<file path="config.mk">
export PLATFORM = sky130hd
export DESIGN_NAME = bit_collector_flat
export DESIGN_NICKNAME = d
export VERILOG_FILES = /design/src/rtl/bit_collector_if.sv /design/src/rtl/bit_collector.sv /design/src/flat_wrapper.sv
export SDC_FILE = /design/constraint.sdc
export NUM_CORES = 1
export LEC_CHECK = 0
export BUFFER_PORTS_ARGS = -buffer_cell sky130_fd_sc_hd__buf_2
export CORE_UTILIZATION = 30
export CTS_CLUSTER_SIZE = 24
export DETAILED_ROUTE_END_ITERATION = 7
export GPL_ROUTABILITY_DRIVEN = 0
export GPL_TIMING_DRIVEN = 0
export PLACE_DENSITY = 0.6
export REMOVE_ABC_BUFFERS = 1
export SYNTH_ARGS = -nofsm -noshare
export SYNTH_HDL_FRONTEND = slang
export SYNTH_SLANG_ARGS = --single-unit
</file>
<file path="constraint.sdc">
create_clock -name clk -period 2.9 [get_ports clk]
set_input_delay 0.29 -clock clk [delete_from_list [all_inputs] [get_ports clk]]
set_output_delay 0.29 -clock clk [all_outputs]
set_load 0.005 [all_outputs]
</file>
<file path="src/rtl/bit_collector_if.sv">
// Handshake bundle for bit_collector: serial pixel input side and the
// assembled-word output slot with its consumer handshake.
interface bit_collector_if #(
  parameter int WIDTH = 16
);
  logic             d;
  logic             start;
  logic             enable;
  logic [3:0]       mult;
  logic [WIDTH-1:0] q;
  logic             q_valid;
  logic             q_ready;
  logic             overrun;

  // Handshake: a word transfers on every rising edge where q_valid && q_ready;
  // q holds steady while q_valid=1 and q_ready=0, and q_ready may be high at any time.
  modport master (
    input  d, start, enable, mult, q_ready,
    output q, q_valid, overrun
  );

  modport slave (
    output d, start, enable, mult, q_ready,
    input  q, q_valid, overrun
  );
endinterface

</file>
<file path="src/rtl/bit_collector.sv">
// Serial-to-parallel pixel collector: each pixel spans mult+1 enabled cycles,
// WIDTH samples (MSB first) form one word offered through a single-entry slot.
module bit_collector #(
  parameter int WIDTH = 16,
  localparam int BW = $clog2(WIDTH)
) (
  input  logic                  clk,
  input  logic                  reset,
  bit_collector_if.master       bus,
  output logic [3:0]            dbg_rcnt,
  output logic [BW-1:0]         dbg_bcnt
);

  logic [3:0]       rcnt_q, rcnt_d;
  logic [BW-1:0]    bcnt_q, bcnt_d;
  logic [WIDTH-2:0] sr_q, sr_d;
  logic [WIDTH-1:0] q_q, q_d;
  logic             q_valid_q, q_valid_d;
  logic             overrun_q, overrun_d;

  logic [WIDTH-2:0] sr_shift;
  logic             word_done;
  logic             slot_free;

  generate
    if (WIDTH > 2) begin : g_wide
      assign sr_shift = {sr_q[WIDTH-3:0], bus.d};
    end else begin : g_narrow
      assign sr_shift = bus.d;
    end
  endgenerate

  always_comb begin
    rcnt_d    = rcnt_q;
    bcnt_d    = bcnt_q;
    sr_d      = sr_q;
    q_d       = q_q;
    q_valid_d = q_valid_q;
    overrun_d = overrun_q;
    word_done = 1'b0;
    slot_free = !q_valid_q || bus.q_ready;

    if (bus.start) begin
      rcnt_d    = 4'd0;
      bcnt_d    = '0;
      sr_d      = '0;
      overrun_d = 1'b0;
    end else if (bus.enable) begin
      // >= rather than == so that lowering mult mid-pixel samples at once.
      if (rcnt_q < bus.mult) begin
        rcnt_d = rcnt_q + 4'd1;
      end else begin
        rcnt_d = 4'd0;
        if (bcnt_q == BW'(WIDTH - 1)) begin
          word_done = 1'b1;
          bcnt_d    = '0;
          sr_d      = '0;
        end else begin
          sr_d   = sr_shift;
          bcnt_d = bcnt_q + BW'(1);
        end
      end
    end

    // The consumer handshake applies regardless of start.
    if (q_valid_q && bus.q_ready) begin
      q_valid_d = 1'b0;
    end

    if (word_done) begin
      if (slot_free) begin
        q_d       = {sr_q, bus.d};
        q_valid_d = 1'b1;
      end else begin
        overrun_d = 1'b1;
      end
    end
  end

  always_ff @(posedge clk) begin
    if (reset) begin
      rcnt_q    <= 4'd0;
      bcnt_q    <= '0;
      sr_q      <= '0;
      q_q       <= '0;
      q_valid_q <= 1'b0;
      overrun_q <= 1'b0;
    end else begin
      rcnt_q    <= rcnt_d;
      bcnt_q    <= bcnt_d;
      sr_q      <= sr_d;
      q_q       <= q_d;
      q_valid_q <= q_valid_d;
      overrun_q <= overrun_d;
    end
  end

  assign bus.q       = q_q;
  assign bus.q_valid = q_valid_q;
  assign bus.overrun = overrun_q;
  assign dbg_rcnt    = rcnt_q;
  assign dbg_bcnt    = bcnt_q;

endmodule

</file>
<file path="src/flat_wrapper.sv">
// flat-port wrapper written by rule: the top's interface ports become plain ports
module bit_collector_flat 
#(
  parameter int WIDTH = 16,
  localparam int BW = $clog2(WIDTH)
)
  (clk, reset, dbg_rcnt, dbg_bcnt, bus_d, bus_start, bus_enable, bus_mult, bus_q_ready, bus_q, bus_q_valid, bus_overrun);
  bit_collector_if #(.WIDTH(WIDTH)) bus_i ();
  input  logic clk;
  input  logic reset;
  output logic [3:0] dbg_rcnt;
  output logic [BW-1:0] dbg_bcnt;
  input wire logic [$bits(bus_i.d)-1:0] bus_d;
  input wire logic [$bits(bus_i.start)-1:0] bus_start;
  input wire logic [$bits(bus_i.enable)-1:0] bus_enable;
  input wire logic [$bits(bus_i.mult)-1:0] bus_mult;
  input wire logic [$bits(bus_i.q_ready)-1:0] bus_q_ready;
  output wire logic [$bits(bus_i.q)-1:0] bus_q;
  output wire logic [$bits(bus_i.q_valid)-1:0] bus_q_valid;
  output wire logic [$bits(bus_i.overrun)-1:0] bus_overrun;
  assign bus_i.d = bus_d;
  assign bus_i.start = bus_start;
  assign bus_i.enable = bus_enable;
  assign bus_i.mult = bus_mult;
  assign bus_i.q_ready = bus_q_ready;
  assign bus_q = bus_i.q;
  assign bus_q_valid = bus_i.q_valid;
  assign bus_overrun = bus_i.overrun;
  bit_collector #(.WIDTH(WIDTH)) u_core (.clk(clk), .reset(reset), .bus(bus_i), .dbg_rcnt(dbg_rcnt), .dbg_bcnt(dbg_bcnt));
endmodule
</file>
==> results.py, run 1 <==
metrics = {
    "worst_setup_path": {
        "cp_slowest_stage_delay_ns": 0.53,
        "worstPathCellList": "ha_1 > o211ai_2 > o21a_4 > nor2_4 > mux2i_1",
        "critPathRequiredTime_ns": 3.11,
        "worst-setup-path-type": "flop to flop",
        "critPathArrivalTime_ns": 2.19,
        "endpoint_kind": "flop",
        "timing.critical_path.from_type": "flop",
        "path_max_fanout": 24,
        "timing.critical_path.slowest_stage_cell": "sky130_fd_sc_hd__nor2_4",
    },
    "yosys": {
        "synth_seq_area_share": 0.447,
        "netlist_top_cells_area": "sky130_fd_sc_hd__dfxtp_1 (45%), sky130_fd_sc_hd__nand2b_1 (11%), sky130_fd_sc_hd__mux2i_1 (9.3%), sky130_fd_sc_hd__a21oi_1 (5.2%), sky130_fd_sc_hd__nand3_1 (4.9%)",
        "yosys.area.top_type": "sky130_fd_sc_hd__dfxtp_1",
        "synth_enable_flop_cells": 0,
        "synth_top_family_by_area": "simple AND/OR/NAND/NOR gates",
        "synth_flop_cell": "sky130_fd_sc_hd__dfxtp_1",
        "synth_simple_gate_area_frac": 0.227,
        "synthesized_area_fraction_occupied_by_xor_and_xnor_cells": 0.0143,
        "synth_top_area_frac": 0.447,
        "synth_fa_ha_area_frac": 0.0341,
        "yosysMostFrequentCell": "sky130_fd_sc_hd__dfxtp_1",
        "netlist-cell-type-count": 31,
        "postSynthAreaPerCell_um2": 9.22,
        "synthTopCellsByCount": "sky130_fd_sc_hd__dfxtp_1 (41), sky130_fd_sc_hd__nand2b_1 (33), sky130_fd_sc_hd__a21oi_1 (19), sky130_fd_sc_hd__nand3_1 (18)",
        "syn-cell-area_mm2": 0.00183,
        "yosysWarnings": 0,
        "synth_compound_gate_area_share": 0.141,
        "postSynthRegisterBits": 41,
        "portion_of_netlist_area_occupied_by_mux_cells": 0.0928,
        "synth-async-reset-ratio": 0,
        "gate_count_of_the_mapped_netlist": 199,
    },
    "floorplan": {
        "core_region_area_mm2": 0.00592,
        "io-pin-count": 36,
        "die_width_um": 80.2,
        "chip_height_um": 80.2,
        "dieArea_mm2": 0.00643,
        "row_count": 28,
        "initial_utilization": 0.310,
    },
    "cts": {
        "max-clock-path-buffers": 2,
        "clk_root_buffer_cell": "sky130_fd_sc_hd__clkbuf_8",
        "clk_pin_slew_ns": 0.08,
        "cts_setup_buffers": 0,
        "clock-sinks": 41,
        "cts_resized": 0,
        "tritoncts_clock_tree": "built",
        "number_of_clock_buffers_inserted_by_tritoncts": 5,
        "cts_hold_buf": 0,
        "worst_skew_pair.late_latency_ns": 0.29,
        "htreeDepth": 2,
    },
    "timing": {
        "final_min_period_over_clock_period": 0.682,
        "setup_violations": 0,
        "maxClockFrequency_mhz": 506,
        "final-hold-violation-count": 0,
        "max_slew_margin": 0.491,
        "tightest_slew_ns": 0.764,
        "totalNegativeSetupSlack_ns": 0,
        "skew_ns": 0.00889,
        "finalWorstPathRequiredPeriod_ns": 1.98,
        "drv_slew": 0,
        "rsz0062_at_grt": "no",
    },
    "placed_design": {
        "dp.final_hpwl_um": 2320,
        "portBuffers": 35,
        "placed_cell_area_mm2": 0.00204,
    },
    "cells_and_area": {
        "area_grow_syn2layout_pct": 16.6,
        "proportion_of_layout_cells_with_a_drive_suffix_above_1": 0.223,
        "stdcell_area_mm2": 0.00214,
        "final_nets": 243,
        "final_core_utilization": 0.361,
        "antenna_cells_inserted": 0,
    },
    "global_route": {
        "grt_most_used_layer": "met2",
        "globalRouteMet3Util": 0.0341,
        "grt_use_met2": 0.193,
        "grt.overflow.total": 0,
        "use_met1": 0.162,
        "grt_pass1_wl_um": 6200,
        "track_usage": 0.124,
        "pin_count_of_the_biggest_net_entering_global_routing": 36,
        "grt_pass1_vias": 1335,
        "grt_antenna_before_repair": 0,
    },
    "power_and_ir_drop": {
        "internal-power_w": 0.000776,
        "power.net_switching_w": 0.000239,
        "seq_power_share": 0.557,
        "irDropWorstVdd_mv": 0.246,
        "clkPwrFrac": 0.390,
        "share_comb_of_total_power": 0.053,
        "power.density_cell_area_mw_per_mm2": 475,
        "total_leakage_power_nw": 0.780,
        "sw_frac_of_total": 0.236,
    },
    "detailed_routing": {
        "dr_total_vias": 1488,
        "routedWlPerCell_um": 12.1,
        "detail_route.first_pass.iterations": 4,
        "post_drt_via_cell_ratio": 4.89,
        "drt_drc_violations_left": 0,
        "route.antenna.remaining_nets": 0,
        "first_iter_violations": 71,
        "finalWirelength_um": 3690,
    },
    "run_status": {
        "status": "finished clean",
    },
    "min_path": {
        "min_path_type": "input pin to flop",
    },
    "run": {
        "maxCapViolCount": 0,
    },
}
registers in the layout, indices dropped and copies added (netlist names):
name / cells
u_core.bus.overrun: 1
u_core.bus.q: 16
u_core.bus.q_valid: 1
u_core.dbg_bcnt: 4
u_core.dbg_rcnt: 4
u_core.sr_q: 15
power groups by stage:
stage                     sequential, W  combinational (W)  clock, W
final                          0.000566          0.0000536  0.000396
after floorplan                0.000579          0.0000292         0
after detailed placement       0.000579          0.0000540         0
after global routing           0.000566          0.0000599  0.000430
after global placement         0.000579          0.0000540         0
after CTS                      0.000566          0.0000540  0.000408
critical path, delay by kind of cell (launching register included):
kind / cells / cell delay [ns]
and+or+nand+nor: 1 / 0.53
muxes: 1 / 0.26
AOI/OAI and AO/OA: 2 / 0.45
DFF: 1 / 0.42
adders and majority gates: 1 / 0.23
layout by cell type, fill, tap and decap left out, types with 4 or more instances in the layout:
master,n
sky130_fd_sc_hd__a21oi_1,19
sky130_fd_sc_hd__buf_2,35
sky130_fd_sc_hd__clkbuf_8,6
sky130_fd_sc_hd__dfxtp_1,41
sky130_fd_sc_hd__ha_1,5
sky130_fd_sc_hd__inv_1,5
sky130_fd_sc_hd__mux2i_1,17
sky130_fd_sc_hd__nand2_1,4
sky130_fd_sc_hd__nand2b_1,33
sky130_fd_sc_hd__nand3_1,18
sky130_fd_sc_hd__nor3_1,5
sky130_fd_sc_hd__o21ai_0,17
metal layers:
layer / vias to the layer above / share of wire
li1: 753 / -
met5: - / 0
met4: 0 / 0.015
met3: 6 / 0.047
met2: 40 / 0.43
met1: 689 / 0.51
final timing paths:
check / from / endpoint / slack, ns / depth (start not counted)
max: u_core.dbg_rcnt[1] / u_core.bus.q[3] / 0.92 / 5
min: bus_d / u_core.bus.q[0] / 0.29 / 3
max reg2reg: u_core.dbg_rcnt[1] / u_core.bus.q[3] / 0.92 / 5
min reg2reg: u_core.bus.q[6] / u_core.bus.q[6] / 0.47 / 2
logic make-up after synthesis:
family,Yosys count
buffers and inverters,18
XOR/XNOR,3
AND/OR/NAND/NOR,71
AO/OA/AOI/OAI,44
adder cells (fa/ha/maj),5
multiplexers,17
flip-flops,41
final cells by class:
type | instances | area (um^2)
Fill cell | 613 | 3780
Multi-Input combinational cell | 140 | 935
Sequential cell | 41 | 821
Timing Repair Buffer | 35 | 175
Tap cell | 75 | 93.8
Clock buffer | 6 | 82.6
Inverter | 5 | 18.8
Clock inverter | 2 | 13.8
stage by stage:
| stage | power [W] | std cells | hold slack [ns] | setup WS (ns) |
|---|---|---|---|---|
| after floorplan | 0.000608 | 186 | 0.386 | 1.18 |
| after global placement | 0.000633 | 296 | 0.457 | 0.903 |
| after detailed placement | 0.000633 | 296 | 0.460 | 0.840 |
| after CTS | 0.00103 | 304 | 0.280 | 0.875 |
| after global routing | 0.00106 | 304 | 0.304 | 0.752 |
| final | 0.00102 | 304 | 0.287 | 0.922 |
(Power assumes the default switching activity.)
==> inputs of run 2 (changes only) <==
ABC_AREA = 1   (was default)
clock period = 1.9 ns   (was 2.9 ns; I/O delays follow)
==> results.py, run 2 <==
metrics = {
    "run_status": {
        "status": "finished clean",
    },
    "detailed_routing": {
        "drt_drc_violations_left": 0,
        "post_drt_via_cell_ratio": 4.40,
        "detail_route.first_pass.iterations": 4,
        "route.antenna.remaining_nets": 0,
        "first_iter_violations": 103,
        "routedWlPerCell_um": 10.2,
        "finalWirelength_um": 3390,
        "dr_total_vias": 1464,
    },
    "min_path": {
        "worst_hold_path.endpoint": "u_core.bus.q_valid",
        "cell_count_of_the_worst_hold_path": 2,
        "min_path_type": "input pin to flop",
        "hold_path.startpoint": "reset",
    },
    "cells_and_area": {
        "stdcell_area_mm2": 0.00214,
        "final_nets": 272,
        "antenna_cells_inserted": 0,
        "area_grow_syn2layout_pct": 15.9,
        "mostFrequentLayoutCell": "sky130_fd_sc_hd__nor2_1",
        "largest_reg_flops": 16,
        "proportion_of_layout_cells_with_a_drive_suffix_above_1": 0.256,
        "mostFrequentLayoutCells": "sky130_fd_sc_hd__nor2_1 (54), sky130_fd_sc_hd__dfxtp_1 (41), sky130_fd_sc_hd__buf_2 (35), sky130_fd_sc_hd__inv_1 (26), sky130_fd_sc_hd__nand2_1 (25)",
    },
    "power_and_ir_drop": {
        "power.density_cell_area_mw_per_mm2": 701,
        "total_leakage_power_nw": 0.935,
        "power.total_w": 0.00150,
        "irDropWorstVdd_mv": 0.250,
    },
    "worst_setup_path": {
        "timing.critical_path.max_delay_family": "simple AND/OR/NAND/NOR gates",
        "worst-setup-path-type": "flop to flop",
        "timing.critical_path.slowest_stage_cell": "sky130_fd_sc_hd__dfxtp_1",
        "rr_endpoint": "u_core.bus.q[9]",
        "endpoint_kind": "flop",
        "worstRegToRegCells": 10,
        "worstPathCellList": "ha_1 > nand2_1 > nand2_1 > nand2_2 > nand2_4 > nand3_4 > nor2_8 > nand3_1 > nand2_1 > nor2_1",
        "timing.critical_path.from_type": "flop",
        "critical_path.most_common_cell": "sky130_fd_sc_hd__nand2_1",
        "critPathArrivalTime_ns": 1.87,
        "path_max_fanout": 16,
        "cp_slowest_stage_delay_ns": 0.36,
        "critPathRequiredTime_ns": 2.09,
        "critPathBufInv": 0,
        "slack_of_the_worst_reg_to_reg_path_ns": 0.22,
        "rr_startpoint": "u_core.dbg_rcnt[1]",
    },
    "yosys": {
        "gate_count_of_the_mapped_netlist": 224,
        "synth_flop_cell": "sky130_fd_sc_hd__dfxtp_1",
        "netlist_top_cells_area": "sky130_fd_sc_hd__dfxtp_1 (44%), sky130_fd_sc_hd__nor2_1 (11%), sky130_fd_sc_hd__a211oi_2 (6.1%), sky130_fd_sc_hd__inv_1 (5.3%), sky130_fd_sc_hd__nand3_1 (5.1%)",
        "synthTopCellsByCount": "sky130_fd_sc_hd__nor2_1 (54), sky130_fd_sc_hd__dfxtp_1 (41), sky130_fd_sc_hd__inv_1 (26), sky130_fd_sc_hd__nand2_1 (25), sky130_fd_sc_hd__nand3_1 (19)",
        "postSynthAreaPerCell_um2": 8.24,
        "yosysMostFrequentCell": "sky130_fd_sc_hd__nor2_1",
        "synth-async-reset-ratio": 0,
        "syn-cell-area_mm2": 0.00185,
        "yosysWarnings": 0,
        "netlist-cell-type-count": 29,
        "yosys.area.top_type": "sky130_fd_sc_hd__dfxtp_1",
        "synth_enable_flop_cells": 0,
        "synth_seq_area_share": 0.444,
        "synth_top_area_frac": 0.444,
        "postSynthRegisterBits": 41,
    },
    "floorplan": {
        "die_width_um": 80.5,
        "initial_utilization": 0.312,
        "io-pin-count": 36,
        "row_count": 28,
        "chip_height_um": 80.5,
        "core_region_area_mm2": 0.00592,
        "dieArea_mm2": 0.00647,
    },
    "timing": {
        "maxClockFrequency_mhz": 596,
        "drv_slew": 0,
        "final-hold-violation-count": 0,
        "rsz0062_at_grt": "no",
        "setup_violations": 0,
        "layout_setup_ws_ns": 0.221,
        "final_min_period_over_clock_period": 0.884,
        "finalWorstPathRequiredPeriod_ns": 1.68,
        "skew_ns": 0.00740,
        "totalNegativeSetupSlack_ns": 0,
        "max_slew_margin": 0.687,
        "tightest_slew_ns": 0.469,
        "holdWs_ns": 0.0949,
    },
    "cts": {
        "worst_skew_pair.late_latency_ns": 0.29,
        "htreeDepth": 2,
        "max-clock-path-buffers": 2,
        "clk_pin_slew_ns": 0.08,
        "cts_setup_buffers": 0,
        "clock-sinks": 41,
        "clk_root_buffer_cell": "sky130_fd_sc_hd__clkbuf_8",
        "number_of_clock_buffers_inserted_by_tritoncts": 5,
        "cts_resized": 0,
        "tritoncts_clock_tree": "built",
        "cts_hold_buf": 0,
    },
    "global_route": {
        "grt_pass1_wl_um": 5930,
        "grt_pass1_vias": 1382,
        "pin_count_of_the_biggest_net_entering_global_routing": 38,
        "track_usage": 0.120,
        "grt.overflow.total": 0,
        "grt_antenna_before_repair": 0,
    },
    "run": {
        "maxCapViolCount": 0,
    },
    "placed_design": {
        "place_ws_ns": 0.129,
        "portBuffers": 35,
        "dp.final_hpwl_um": 2320,
        "placed_cell_area_mm2": 0.00204,
    },
}
-- run 2: cell types whose count changed after synthesis, sizes merged, moves of 16 or more --
| cell | before | now |
|---|---|---|
| a211oi | 0 | 16 |
| inv | 5 | 29 |
| mux2i | 17 | 0 |
| nand2 | 4 | 29 |
| nand2b | 33 | 0 |
| nor2 | 4 | 58 |
| o21ai | 19 | 3 |
-- run 2: layout make-up --
class,count,area (um^2)
Clock inverter,2,10.0
Fill cell,627,3780
Sequential cell,41,821
Inverter,30,114
Timing Repair Buffer,35,175
Tap cell,75,93.8
Multi-Input combinational cell,144,853
Clock buffer,6,72.6
-- run 2: report_power, final --
part	switching [W]	internal (W)
logic	0.0000577	0.0000280
registers	0.00000465	0.000865
clock network	0.000291	0.000255
-- run 2: cell families (layout without fill, tap and decap cells) --
kind of cell	after synthesis	after routing	synth area share
AOI/OAI and AO/OA	25	25	0.117
DFF	41	41	0.444
adders and majority gates	5	5	0.0339
xor gates and xnor gates	2	2	0.00949
and+or+nand+nor	112	112	0.294
buffers and inverters	39	73	0.101
-- run 2: worst max-delay path by stage --
stage,cells past startpoint,to,from,slack (ns)
2_1_floorplan,6,u_core.dbg_rcnt[1],u_core.dbg_rcnt[3],0.33
3_3_place_gp,6,u_core.dbg_rcnt[1],u_core.dbg_rcnt[3],0.14
3_5_place_dp,6,u_core.dbg_rcnt[1],u_core.dbg_rcnt[3],0.13
4_1_cts,8,u_core.dbg_rcnt[1],u_core.dbg_rcnt[1],0.11
5_1_grt,10,u_core.bus.q[9],u_core.dbg_rcnt[3],0.02
6_report,10,u_core.bus.q[9],u_core.dbg_rcnt[1],0.22
-- run 2: per-stage QoR --
| stage | util | instances |
|---|---|---|
| after floorplan | - | 215 |
| after global placement | 0.345 | 325 |
| after detailed placement | 0.345 | 325 |
| after CTS | 0.359 | 333 |
| after global routing | 0.361 | 333 |
| final | 0.361 | 333 |
-- run 2: metal layers --
layer,track usage,vias up,part of all wire
li1,-,775,-
met1,0.137,665,0.46
met2,0.197,18,0.48
met3,0.0386,6,0.045
met4,0.0661,0,0.019
met5,0,-,0
